[config.mk]
export PLATFORM = sky130hd
export DESIGN_NAME = ir_nec_tx
export DESIGN_NICKNAME = d
export VERILOG_FILES = /design/src/rtl/ir_nec_tx.sv
export SDC_FILE = /design/constraint.sdc
export NUM_CORES = 1
export LEC_CHECK = 0
export CAP_MARGIN = 25
export CORE_MARGIN = 2
export CORE_UTILIZATION = 51
export CTS_CLUSTER_SIZE = 12
export DETAILED_ROUTE_END_ITERATION = 6
export PLACE_DENSITY_LB_ADDON = 0.15
export SYNTH_ARGS = -nofsm -noshare
export SYNTH_HDL_FRONTEND = slang
export SYNTH_SLANG_ARGS = --single-unit
[constraint.sdc]
create_clock -name clk -period 3.1 [get_ports clk]
set_clock_uncertainty 0.15 [all_clocks]
set_input_delay 0.465 -clock clk [delete_from_list [all_inputs] [get_ports clk]]
set_output_delay 0.465 -clock clk [all_outputs]
set_load 0.005 [all_outputs]
[src/rtl/ir_nec_tx.sv]
// NEC infrared transmitter: sends lead burst, 32-bit payload {~cmd, cmd, ~addr, addr} LSB first, stop burst.
// Define IR_NEC_TX_CARRIER_EN to modulate marks with the carrier; otherwise ir_out is the bare envelope.
module ir_nec_tx #(
   parameter int UNIT_CYC     = 6750,
   parameter int CARRIER_DIV  = 316,
   parameter int CARRIER_HIGH = 105
) (
   input  logic       clk,
   input  logic       rstn,
   input  logic       start,
   input  logic [7:0] addr,
   input  logic [7:0] cmd,
   output logic       busy,
   output logic       done,
   output logic       ir_out
);

   typedef enum logic [2:0] {
      IDLE,
      LEAD_MARK,
      LEAD_SPACE,
      BIT_MARK,
      BIT_SPACE,
      STOP_MARK
   } state_t;

   // Longest state is the 16-unit lead mark, so the counter never has to wrap.
   localparam int CNT_W = (UNIT_CYC * 16 > 1) ? $clog2(UNIT_CYC * 16) : 1;
   localparam logic [CNT_W-1:0] LAST_16U = CNT_W'(UNIT_CYC * 16 - 1);
   localparam logic [CNT_W-1:0] LAST_8U  = CNT_W'(UNIT_CYC * 8 - 1);
   localparam logic [CNT_W-1:0] LAST_3U  = CNT_W'(UNIT_CYC * 3 - 1);
   localparam logic [CNT_W-1:0] LAST_1U  = CNT_W'(UNIT_CYC - 1);

   if (CARRIER_HIGH < 1 || CARRIER_HIGH >= CARRIER_DIV || UNIT_CYC < 1) begin : g_bad_params
      $error("ir_nec_tx: need UNIT_CYC >= 1 and 1 <= CARRIER_HIGH < CARRIER_DIV");
   end

   state_t           state_q, state_d;
   logic [CNT_W-1:0] unit_cnt_q, unit_cnt_d;
   logic [4:0]       bit_cnt_q, bit_cnt_d;
   logic [31:0]      shift_q, shift_d;
   logic             done_q, done_d;
   logic             ir_q, ir_d;
   logic [CNT_W-1:0] last_cnt;
   logic             unit_last;

   function automatic logic is_mark(input state_t s);
      return (s == LEAD_MARK) || (s == BIT_MARK) || (s == STOP_MARK);
   endfunction

   always_comb begin
      last_cnt = LAST_1U;
      case (state_q)
         LEAD_MARK:  last_cnt = LAST_16U;
         LEAD_SPACE: last_cnt = LAST_8U;
         BIT_SPACE:  last_cnt = shift_q[0] ? LAST_3U : LAST_1U;
         default:    last_cnt = LAST_1U;
      endcase
      unit_last = (unit_cnt_q == last_cnt);
   end

   always_comb begin
      state_d    = state_q;
      unit_cnt_d = unit_cnt_q;
      bit_cnt_d  = bit_cnt_q;
      shift_d    = shift_q;
      done_d     = 1'b0;
      case (state_q)
         IDLE: begin
            if (start) begin
               state_d   = LEAD_MARK;
               shift_d   = {~cmd, cmd, ~addr, addr};
               bit_cnt_d = '0;
            end
         end
         LEAD_MARK:  if (unit_last) state_d = LEAD_SPACE;
         LEAD_SPACE: if (unit_last) state_d = BIT_MARK;
         BIT_MARK:   if (unit_last) state_d = BIT_SPACE;
         BIT_SPACE: begin
            if (unit_last) begin
               shift_d   = shift_q >> 1;
               bit_cnt_d = bit_cnt_q + 5'd1;
               state_d   = (bit_cnt_q == 5'd31) ? STOP_MARK : BIT_MARK;
            end
         end
         STOP_MARK: begin
            if (unit_last) begin
               state_d = IDLE;
               done_d  = 1'b1;
            end
         end
         default: state_d = IDLE;
      endcase
      // Every state change restarts the unit count; IDLE leaves it untouched.
      if (state_d != state_q) begin
         unit_cnt_d = '0;
      end else if (state_q != IDLE) begin
         unit_cnt_d = unit_cnt_q + CNT_W'(1);
      end
   end

`ifdef IR_NEC_TX_CARRIER_EN
   localparam int CAR_W = (CARRIER_DIV > 1) ? $clog2(CARRIER_DIV) : 1;
   localparam logic [CAR_W-1:0] CAR_LAST = CAR_W'(CARRIER_DIV - 1);

   logic [CAR_W-1:0] car_q, car_d;

   // Carrier phase restarts on every mark entry so each burst opens with the high phase.
   always_comb begin
      car_d = car_q;
      ir_d  = 1'b0;
      if (is_mark(state_d) && (state_d != state_q)) begin
         car_d = '0;
      end else if (is_mark(state_q)) begin
         car_d = (car_q == CAR_LAST) ? '0 : car_q + CAR_W'(1);
      end
      ir_d = is_mark(state_d) && (int'(car_d) < CARRIER_HIGH);
   end

   always_ff @(posedge clk or negedge rstn) begin
      if (!rstn) begin
         car_q <= '0;
      end else begin
         car_q <= car_d;
      end
   end
`else
   always_comb begin
      ir_d = is_mark(state_d);
   end
`endif

   always_ff @(posedge clk or negedge rstn) begin
      if (!rstn) begin
         state_q    <= IDLE;
         unit_cnt_q <= '0;
         bit_cnt_q  <= '0;
         shift_q    <= '0;
         done_q     <= 1'b0;
         ir_q       <= 1'b0;
      end else begin
         state_q    <= state_d;
         unit_cnt_q <= unit_cnt_d;
         bit_cnt_q  <= bit_cnt_d;
         shift_q    <= shift_d;
         done_q     <= done_d;
         ir_q       <= ir_d;
      end
   end

   assign busy   = (state_q != IDLE);
   assign done   = done_q;
   assign ir_out = ir_q;

endmodule

**After elaboration in Yosys (flattened, before gate mapping)**

Index checks and enable logic that the tools add are counted.
Widths: inputs -> output; s select.

- Flip-flop bits (word level): 59
- Bits of input ports: 19
- Word-level logic and storage cells: 50

- Add/subtract/negate cells: 2
- Eq/ne operators: 13
- Muxes and demuxes: 20
- Bitwise operators: 2
- Reduce and logical (&&, ||, !) cells: 7

Operators with widths:

| kind | count |
|---|---|
| $mux 32 | 2 |
| $pmux 32 s2 | 1 |
| $pmux 17 s3 | 1 |
| $mux 17 | 2 |
| $mux 3 | 7 |
| $pmux 3 s6 | 1 |
| $add 17x1->17 const B | 1 |
| $eq 17x17->1 | 1 |
| $not 8->8 | 2 |
| $mux 15 | 1 |
| $mux 5 | 2 |
| $pmux 5 s2 | 1 |
| $eq 3x2->1 const B | 3 |
| $eq 3x3->1 const B | 3 |
| $eq 3x1->1 const B | 2 |
| $add 5x1->5 const B | 1 |
| $eq 5x5->1 const B | 1 |
| $ne 2x2->1 const B | 2 |
| $reduce_bool 2->1 | 2 |
| $logic_not 3->1 | 1 |
| $ne 3x3->1 | 1 |
| $reduce_and 3->1 | 1 |
| $reduce_bool 3->1 | 1 |
| $logic_or 1x1->1 | 2 |
| $mux 1 | 2 |

**Longest topological paths before layout**

Gate-level depths: netlist of the first run.

- Depth after elaboration: 8
- Depth in mapped cells: 11
- Depth with buffers taken out: 7

**Worst setup path before layout of the first run**

Ideal clock, no wire load.

- Path kind: register to register
- Start: register state_q[0]
- End: register shift_q[17]
- Library setup time: 0.137 ns
- Arrival time: 2.467 ns
- Required time: 2.813 ns
- Slack: 0.346 ns
- Cell stages (with the launch flop): 11
- Period minus slack after synthesis: 2.754 ns
- Cells stage by stage: dfrtp_1 -> buf_6 -> or4bb_1 -> a2111o_1 -> a222oi_1 -> and4b_1 -> buf_4 -> or2_4 -> buf_12 -> buf_6 -> o221ai_1

- Word-level cells in the longest chain between the ends: 5

Ends and longest elaborated chain:

| what | RTL line | text |
|---|---|---|
| from (decl) | 38 | `state_t state_q, state_d;` |
| from (signal assigned) | 142 | `state_q <= state_d;` |
| $eq 3x3->1 (tied with other cells) | 53, 68 |  |
| $pmux 17 s3 | 53 | `case (state_q)` |
| $eq 17x17->1 | 59 | `unit_last = (unit_cnt_q == last_cnt);` |
| $ne 2x2->1 (no line) | n/a |  |
| $reduce_and 3->1 (no line) | n/a |  |
| to (signal assigned) | 145 | `shift_q <= shift_d;` |
| to (decl) | 41 | `logic [31:0] shift_q, shift_d;` |

Parallel ways exist; a longest one is shown, timed or not.
A chain may end at the register's enable or synchronous reset.

**Worst setup path in the final report of the first run**

- Start: register state_q[2]
- End: output port busy

- Word-level cells in the longest chain between the ends: 1

Ends and longest elaborated chain:

| what | RTL line | text |
|---|---|---|
| $reduce_bool 3->1 | 151 | `assign busy = (state_q != IDLE);` |
| to (decl) | 13 | `output logic busy,` |

Every way passes these cells.

==> results of run 1 <==
-- sequential cells by signal (all words and copies together) (netlist names) --
register    cells
shift_q        32
unit_cnt_q     17
done            1
bit_cnt_q       5
state_q         3
ir_out          1
-- per-layer routing --
metal,vias up,global-route usage,share of wire
li1,1089,-,-
met1,1110,0.317,0.49
met2,44,0.307,0.45
met3,5,0.0678,0.052
met4,0,0.0661,0.0078
met5,-,0,0
-- layout make-up --
| type | count | area share |
|---|---|---|
| sequential | 59 | 0.426 |
| multi-input combinational | 185 | 0.376 |
| timing repair buffer | 36 | 0.0925 |
| clock buffer | 11 | 0.0408 |
| tap | 72 | 0.0260 |
| inverter | 21 | 0.0228 |
| clock inverter | 5 | 0.0152 |
-- worst max-delay path, delay by kind of cell, from the launching register on --
family / cells / cell delay (ns)
AND/OR/NAND/NOR: 2 / 0.63
flip-flops: 1 / 0.48
buffers and inverters: 3 / 0.91
-- power groups by stage --
stage | combinational, mW | sequential (mW) | clock (mW)
floorplan | 0.186 | 0.970 | 0
global placement | 0.271 | 0.992 | 0
detailed placement | 0.278 | 0.993 | 0
CTS | 0.281 | 0.982 | 0.708
global route | 0.322 | 0.999 | 0.748
finish | 0.280 | 0.983 | 0.689
-- worst min-delay path by stage --
stage                                           end  slack (ns)  cells past startpoint
after floorplan            bit_cnt_q[0]$_DFFE_PN0P_        0.02                      0
after global placement    unit_cnt_q[2]$_DFFE_PN0P_        0.29                      1
after detailed placement  unit_cnt_q[2]$_DFFE_PN0P_        0.29                      1
after CTS                  bit_cnt_q[0]$_DFFE_PN0P_        0.36                      1
after global routing       bit_cnt_q[0]$_DFFE_PN0P_        0.41                      1
final                      bit_cnt_q[0]$_DFFE_PN0P_        0.36                      1
-- kinds of logic (layout without fill, tap and decap cells) --
family	Yosys count	in the layout	synth area share
AND/OR/NAND/NOR	100	100	0.175
AO/OA/AOI/OAI	60	60	0.180
flip-flops	59	59	0.491
buffers and inverters	39	73	0.0750
XOR/XNOR	17	17	0.0496
adder cells (fa/ha/maj)	4	4	0.0158
multiplexers	4	4	0.0142
-- layout by cell type, fill, tap and decap left out, types with 3 or more instances in the layout --
cell type	instances
xor2_1	10
inv_1	21
nor2_1	24
o211ai_1	3
dfrtp_1	59
o31ai_1	3
a21oi_1	7
nand2_1	29
clkinv_2	3
nor2b_1	5
ha_1	3
xnor2_1	7
clkbuf_8	10
clkdlybuf4s50_1	20
o221a_1	16
nand3_1	8
nand2b_1	3
and3_1	4
nand4_1	6
buf_4	14
o221ai_1	13
==> metrics.md, run 1 <==
| Metric | Value |
|---|---|
| Clock group share of total power | 0.353 |
| Fin worst setup slack | 0.128 ns |
| Placeable core area | 0.00561 sq mm |
| Die Y | 80.8 microns |
| Relative slew slack | 0.539 |
| HP Class | reg2reg |
| Tcrit/Tclk final | 0.959 |
| Sequential Power Share | 0.504 |
| Cell Rows | 27 |
| Later-pin clock latency in the skew report | around 0.34 ns |
| Grt total ovfl | 0 |
| Num CTS Buffers | 9 |
| Die Area | roughly 0.0065 sq mm |
| CTS tree | yes |
| # port buffers | 21 |
| Post-CTS Resized | 0 |
| Max-Cap Viols | 0 |
| Critical-path cell list | buf_4 > or2_2 > nor2_1 > inv_1 > clkdlybuf4s50_1 |
| Final instance area | 0.00346 sq mm |
| Status | finished, final reports clean |
| Top post-synthesis cells by area | dfrtp_1, o221a_1, o221ai_1 |
| Drt pass-1 iters | 5 |
| Tot GR Track Use | 0.216 |
| Post-synthesis cell area | 0.00300 sq mm |
| Crit path kind | reg2out |
| RePlAce Congestion | 0.864 |
| Post-Syn Instances | 283 |
| R2r worst-path depth | 7 |
| Slew @ Worst Pin | 0.686 ns |
| Switching Share | 0.274 |
| PD cells | 564 mW/mm^2 |
| Hold WS | approximately 0.36 ns |
| Synth async-reset ratio | 1.00 |
| Final TNS setup | 0 ns |
| H-tree levels | 3 |
| DRC errors left | 0 |
| Antenna-violating nets left | 0 |
| First-pass GRT wire length | 10600 microns |
| Setup crit start kind | register |
| Number of flops mapped to enable cells by yosys | 0 |
| Layout cell share with drive strength beyond 1 | 0.123 |
| RSZ-0062 raised after global routing | no |
| Register-to-register setup slack | ~0.2 ns |
| Placed Instances | 372 |
| Pre-CTS setup slack | slightly above 0.2 ns |
| Hold path start | bit_cnt_q[0]$_DFFE_PN0P_ |
| Max Root-Sink Buffers | 2 |
| Area growth syn-to-layout | 15.2% |
| Multi-input logic area | 0.00130 sq mm |
| Vias per cell | ~5.8 |
| CTS root buffer | clkbuf_8 |
| FF-to-FF End | bit_cnt_q[3]$_DFFE_PN0P_ |
| Filler cell count | 476 |
| Largest net degree at the start of global routing | 35 |
| Number of synthesized register bits | 59 |
| Leakage | roughly 1.5 nW |
| Ys flop type | dfrtp_1 |
| NetSw | roughly 0.53 mW |
| Int Pwr | about 1.4 mW |
| Area share of the largest cell type after synthesis | 0.491 |
| Crit. End Element | primary output |
| Final Hold Viols | 0 |
| Syn nets | 305 |
| Most numerous cell in the Yosys netlist | dfrtp_1 |
| Diode count | 0 |
| Crit. Startpoint | state_q[2]$_DFF_PN0_ |
| Slew Viols, Final | 0 |
| Top cells by count, synth | dfrtp_1, nand2_1, nor2_1, inv_1, o221a_1 |
| Vias | 2248 |
| CTS Sinks | 59 |
| Final setup violating endpoints | 0 |
| Clock transition at the registers of the reported paths | 0.07 ns |
| Drt initial violations | 165 |
| Max rail drop VDD | 0.445 mV |
| Vias in the first global route | 2222 |
| Die width | 80.8 microns |
| Worst path max stage delay | 0.48 ns |
| Final wirelength | 6040 microns |
| Ys Warns | 0 |
| Worst endpoint data arrival time | ~2.4 ns |
| Antenna violations before repair | 0 |
| R2R Path Start | unit_cnt_q[4]$_DFFE_PN0P_ |
| Crit-path max FO | 14 |
| Worst setup endpoint | busy |
| Logic gate share of total power | 0.143 |
| DP Area | 0.00326 sq mm |
| CP Data Required Time | 2.48 ns |
| Overall Power | 1.95 mW |
| Synth cell types | between 50 and 60 |
| Hpwl dp | 4180 microns |
| Final Non-Filler Cells | 389 |
| Post-CTS setup buffers | 0 |
| Avg Cell Area, Syn | 10.6 sq um |
| Post-route minimum period | around 3.0 ns |
| Sequential fraction of the synthesis area | 0.491 |
| Io pins | 22 |
| Final Core Density | 0.617 |
| Initial core utilization | 0.536 |
| Yosys top cell by area | dfrtp_1 |
| Slowest stage cell, crit path | dfrtp_1 |
| Hold buffer count at cts | 1 |
| WL/cell | 15.5 microns |
| Fin nets | 334 |
| Sequential cell area | 0.00148 sq mm |
| Fmax | 336 MHz |
No activity file was read; power rests on OpenSTA's default activity.
==> run 2, diff against run 1 <==
==> constraint.sdc (replaced) <==
create_clock -name clk -period 3.2 [get_ports clk]
set_clock_uncertainty 0.15 [all_clocks]
set_input_delay 0.48 -clock clk [delete_from_list [all_inputs] [get_ports clk]]
set_output_delay 0.48 -clock clk [all_outputs]
set_load 0.005 [all_outputs]
==> metrics.md, run 2 (synthesized netlist as in run 1, its figures left out) <==
| Metric | Value |
|---|---|
| Tcrit/Tclk final | 0.935 |
| Clock group share of total power | 0.420 (+0.067) |
| CTS root buffer | clkbuf_8 |
| Max-Cap Viols | 0 (unchanged) |
| Clock transition at the registers of the reported paths | 0.07 ns (about the same) |
| Crit path kind | reg2reg |
| Die Area | 0.00652 sq mm (unchanged) |
| Crit-path max FO | 11 (-3) |
| Setup crit start kind | register |
| Drt initial violations | 231 (+40%) |
| Diode count | 0 (unchanged) |
| Filler cell count | 481 (+1.1%) |
| Vias | 2297 (+2.2%) |
| Post-route minimum period | 2.99 ns |
| Io pins | 22 (unchanged) |
| CP Data Required Time | 3.32 ns (+0.84 ns) |
| Final wirelength | 6360 microns (+5.3%) |
| Final instance area | 0.00350 sq mm (+1.2%) |
| Initial core utilization | 0.536 (unchanged) |
| Hold buffer count at cts | 0 (-1) |
| Switching Share | 0.250 (-0.0237) |
| Largest regs | shift_q (32), unit_cnt_q (17), bit_cnt_q (5) |
| Leakage | 1.49 nW (+1.3%) |
| Antenna-violating nets left | 0 (unchanged) |
| Most frequent cells in the layout | dfrtp_1, nand2_1, nor2_1 |
| Grt total ovfl | 0 (unchanged) |
| Die width | 80.8 microns (unchanged) |
| Fmax | 334 MHz |
| Slew @ Worst Pin | 0.868 ns (+0.183 ns) |
| Status | finished, final reports clean |
| Max Root-Sink Buffers | 2 (unchanged) |
| DP Area | 0.00324 sq mm (-0.46%) |
| Worst endpoint data arrival time | 3.11 ns (+0.75 ns) |
| Die Y | 80.8 microns (unchanged) |
| Antenna violations before repair | 0 (unchanged) |
| Layout cell share with drive strength beyond 1 | 0.121 (-0.00201) |
| HP Class | in2async |
| DRC errors left | 0 (unchanged) |
| Later-pin clock latency in the skew report | 0.34 ns (about the same) |
| Tot GR Track Use | 0.217 (+0.000665) |
| Largest net degree at the start of global routing | 40 (+14%) |
| Max rail drop VDD | 0.397 mV (-11%) |
| Num CTS Buffers | 9 (unchanged) |
| Drt pass-1 iters | 5 (unchanged) |
| Fin nets | 331 (-0.90%) |
| Post-CTS setup buffers | 0 (unchanged) |
| WL/cell | 16.5 microns (+6.2%) |
| Placeable core area | 0.00561 sq mm (unchanged) |
| Int Pwr | 1.57 mW (+11%) |
| Post-CTS Resized | 0 (unchanged) |
| First-pass GRT wire length | 10500 microns (-1.1%) |
| Relative slew slack | 0.421 (-0.118) |
| Top reg by flops | shift_q |
| Vias in the first global route | 2151 (-3.2%) |
| Final Hold Viols | 0 (unchanged) |
| # port buffers | 21 (unchanged) |
| RePlAce Congestion | 0.906 (+5.0%) |
| PD cells | 596 mW/mm^2 (+5.8%) |
| Crit. End Element | register |
| Logic gate share of total power | 0.120 (-0.023) |
| Most common cell after layout, fill and taps aside | dfrtp_1 |
| CTS Sinks | 59 (unchanged) |
| Final TNS setup | 0 ns (unchanged) |
| RSZ-0062 raised after global routing | no |
| NetSw | 0.523 mW (-2.2%) |
| Hold WS | 0.104 ns (-0.254 ns) |
| Slew Viols, Final | 0 (unchanged) |
| Sequential Power Share | 0.460 (-0.044) |
| CTS tree | yes |
| Vias per cell | 5.95 (+3.0%) |
| Hpwl dp | 4160 microns (-0.44%) |
| Area growth syn-to-layout | 16.6% |
| Cell Rows | 27 (unchanged) |
| Final setup violating endpoints | 0 (unchanged) |
| H-tree levels | 3 (unchanged) |
| Number of flip-flops in the largest register | 32 (unchanged) |
-- run 2: changes by cell type in the layout (fill, tap and decap cells not counted) --
| cell | before | now |
|---|---|---|
| buf_4 | 14 | 12 |
| bufinv_16 | 1 | 3 |
| clkbuf_1 | 1 | 0 |
| clkbuf_8 | 10 | 12 |
| clkinv_2 | 3 | 1 |
| clkinvlp_4 | 1 | 0 |
| dlygate4sd3_1 | 1 | 0 |
-- run 2: layout make-up --
class | instances | area (sq um) | share of cell area
multi-input cells | 185 | 1300 | 0.372
well taps | 72 | 90.1 | 0.0257
clock inverters | 4 | 95.1 | 0.0271
repair buffers | 33 | 295 | 0.0843
flip-flops and latches | 59 | 1480 | 0.421
clock buffers | 12 | 165 | 0.0471
inverters | 21 | 78.8 | 0.0225
-- run 2: metal layers --
metal  vias up  track usage  wire length [microns]
li1       1088            -                      -
met1      1152        0.309                   3090
met2        51        0.318                   2840
met3         6       0.0667                    354
met4         0       0.0661                     71
met5         -            0                      0
-- run 2: path summary, 6_finish.rpt --
| check | from | end | slack (ns) | cells past startpoint |
|---|---|---|---|---|
| max in group asynchronous | rstn | bit_cnt_q[3]$_DFFE_PN0P_ | 1.99 | 2 |
| max reg2reg | unit_cnt_q[5]$_DFFE_PN0P_ | bit_cnt_q[3]$_DFFE_PN0P_ | 0.21 | 7 |
| min in group clk | bit_cnt_q[0]$_DFFE_PN0P_ | bit_cnt_q[0]$_DFFE_PN0P_ | 0.36 | 1 |
| max | unit_cnt_q[5]$_DFFE_PN0P_ | bit_cnt_q[3]$_DFFE_PN0P_ | 0.21 | 7 |
| min reg2reg | bit_cnt_q[0]$_DFFE_PN0P_ | bit_cnt_q[0]$_DFFE_PN0P_ | 0.36 | 1 |
| min | rstn | unit_cnt_q[7]$_DFFE_PN0P_ | 0.10 | 1 |
-- run 2: worst max-delay path, cell delays in order, from the launching register on --
cell      delay, ns
dfrtp_1        0.45
or4bb_1        0.50
a2111o_1       0.41
a222oi_1       0.40
nand4_1        0.16
buf_4          0.20
or4_1          0.50
a21oi_1        0.15
-- run 2: per-stage QoR --
| step | cells | util | setup slack, ns | total power [mW] |
|---|---|---|---|---|
| after floorplan | 283 | - | 0.446 | 1.12 |
| after global placement | 370 | 0.578 | 0.286 | 1.21 |
| after detailed placement | 370 | 0.578 | 0.213 | 1.22 |
| after CTS | 386 | 0.625 | 0.213 | 2.10 |
| after global routing | 386 | 0.625 | 0.00929 | 2.19 |
| final | 386 | 0.625 | 0.209 | 2.09 |
-- run 2: power by group through the flow --
| stage | registers [mW] | logic, mW | clock network [mW] |
|---|---|---|---|
| floorplan | 0.940 | 0.180 | 0 |
| global placement | 0.967 | 0.243 | 0 |
| finish | 0.961 | 0.250 | 0.878 |
| CTS | 0.958 | 0.253 | 0.893 |
| global route | 0.978 | 0.281 | 0.932 |
| detailed placement | 0.969 | 0.252 | 0 |
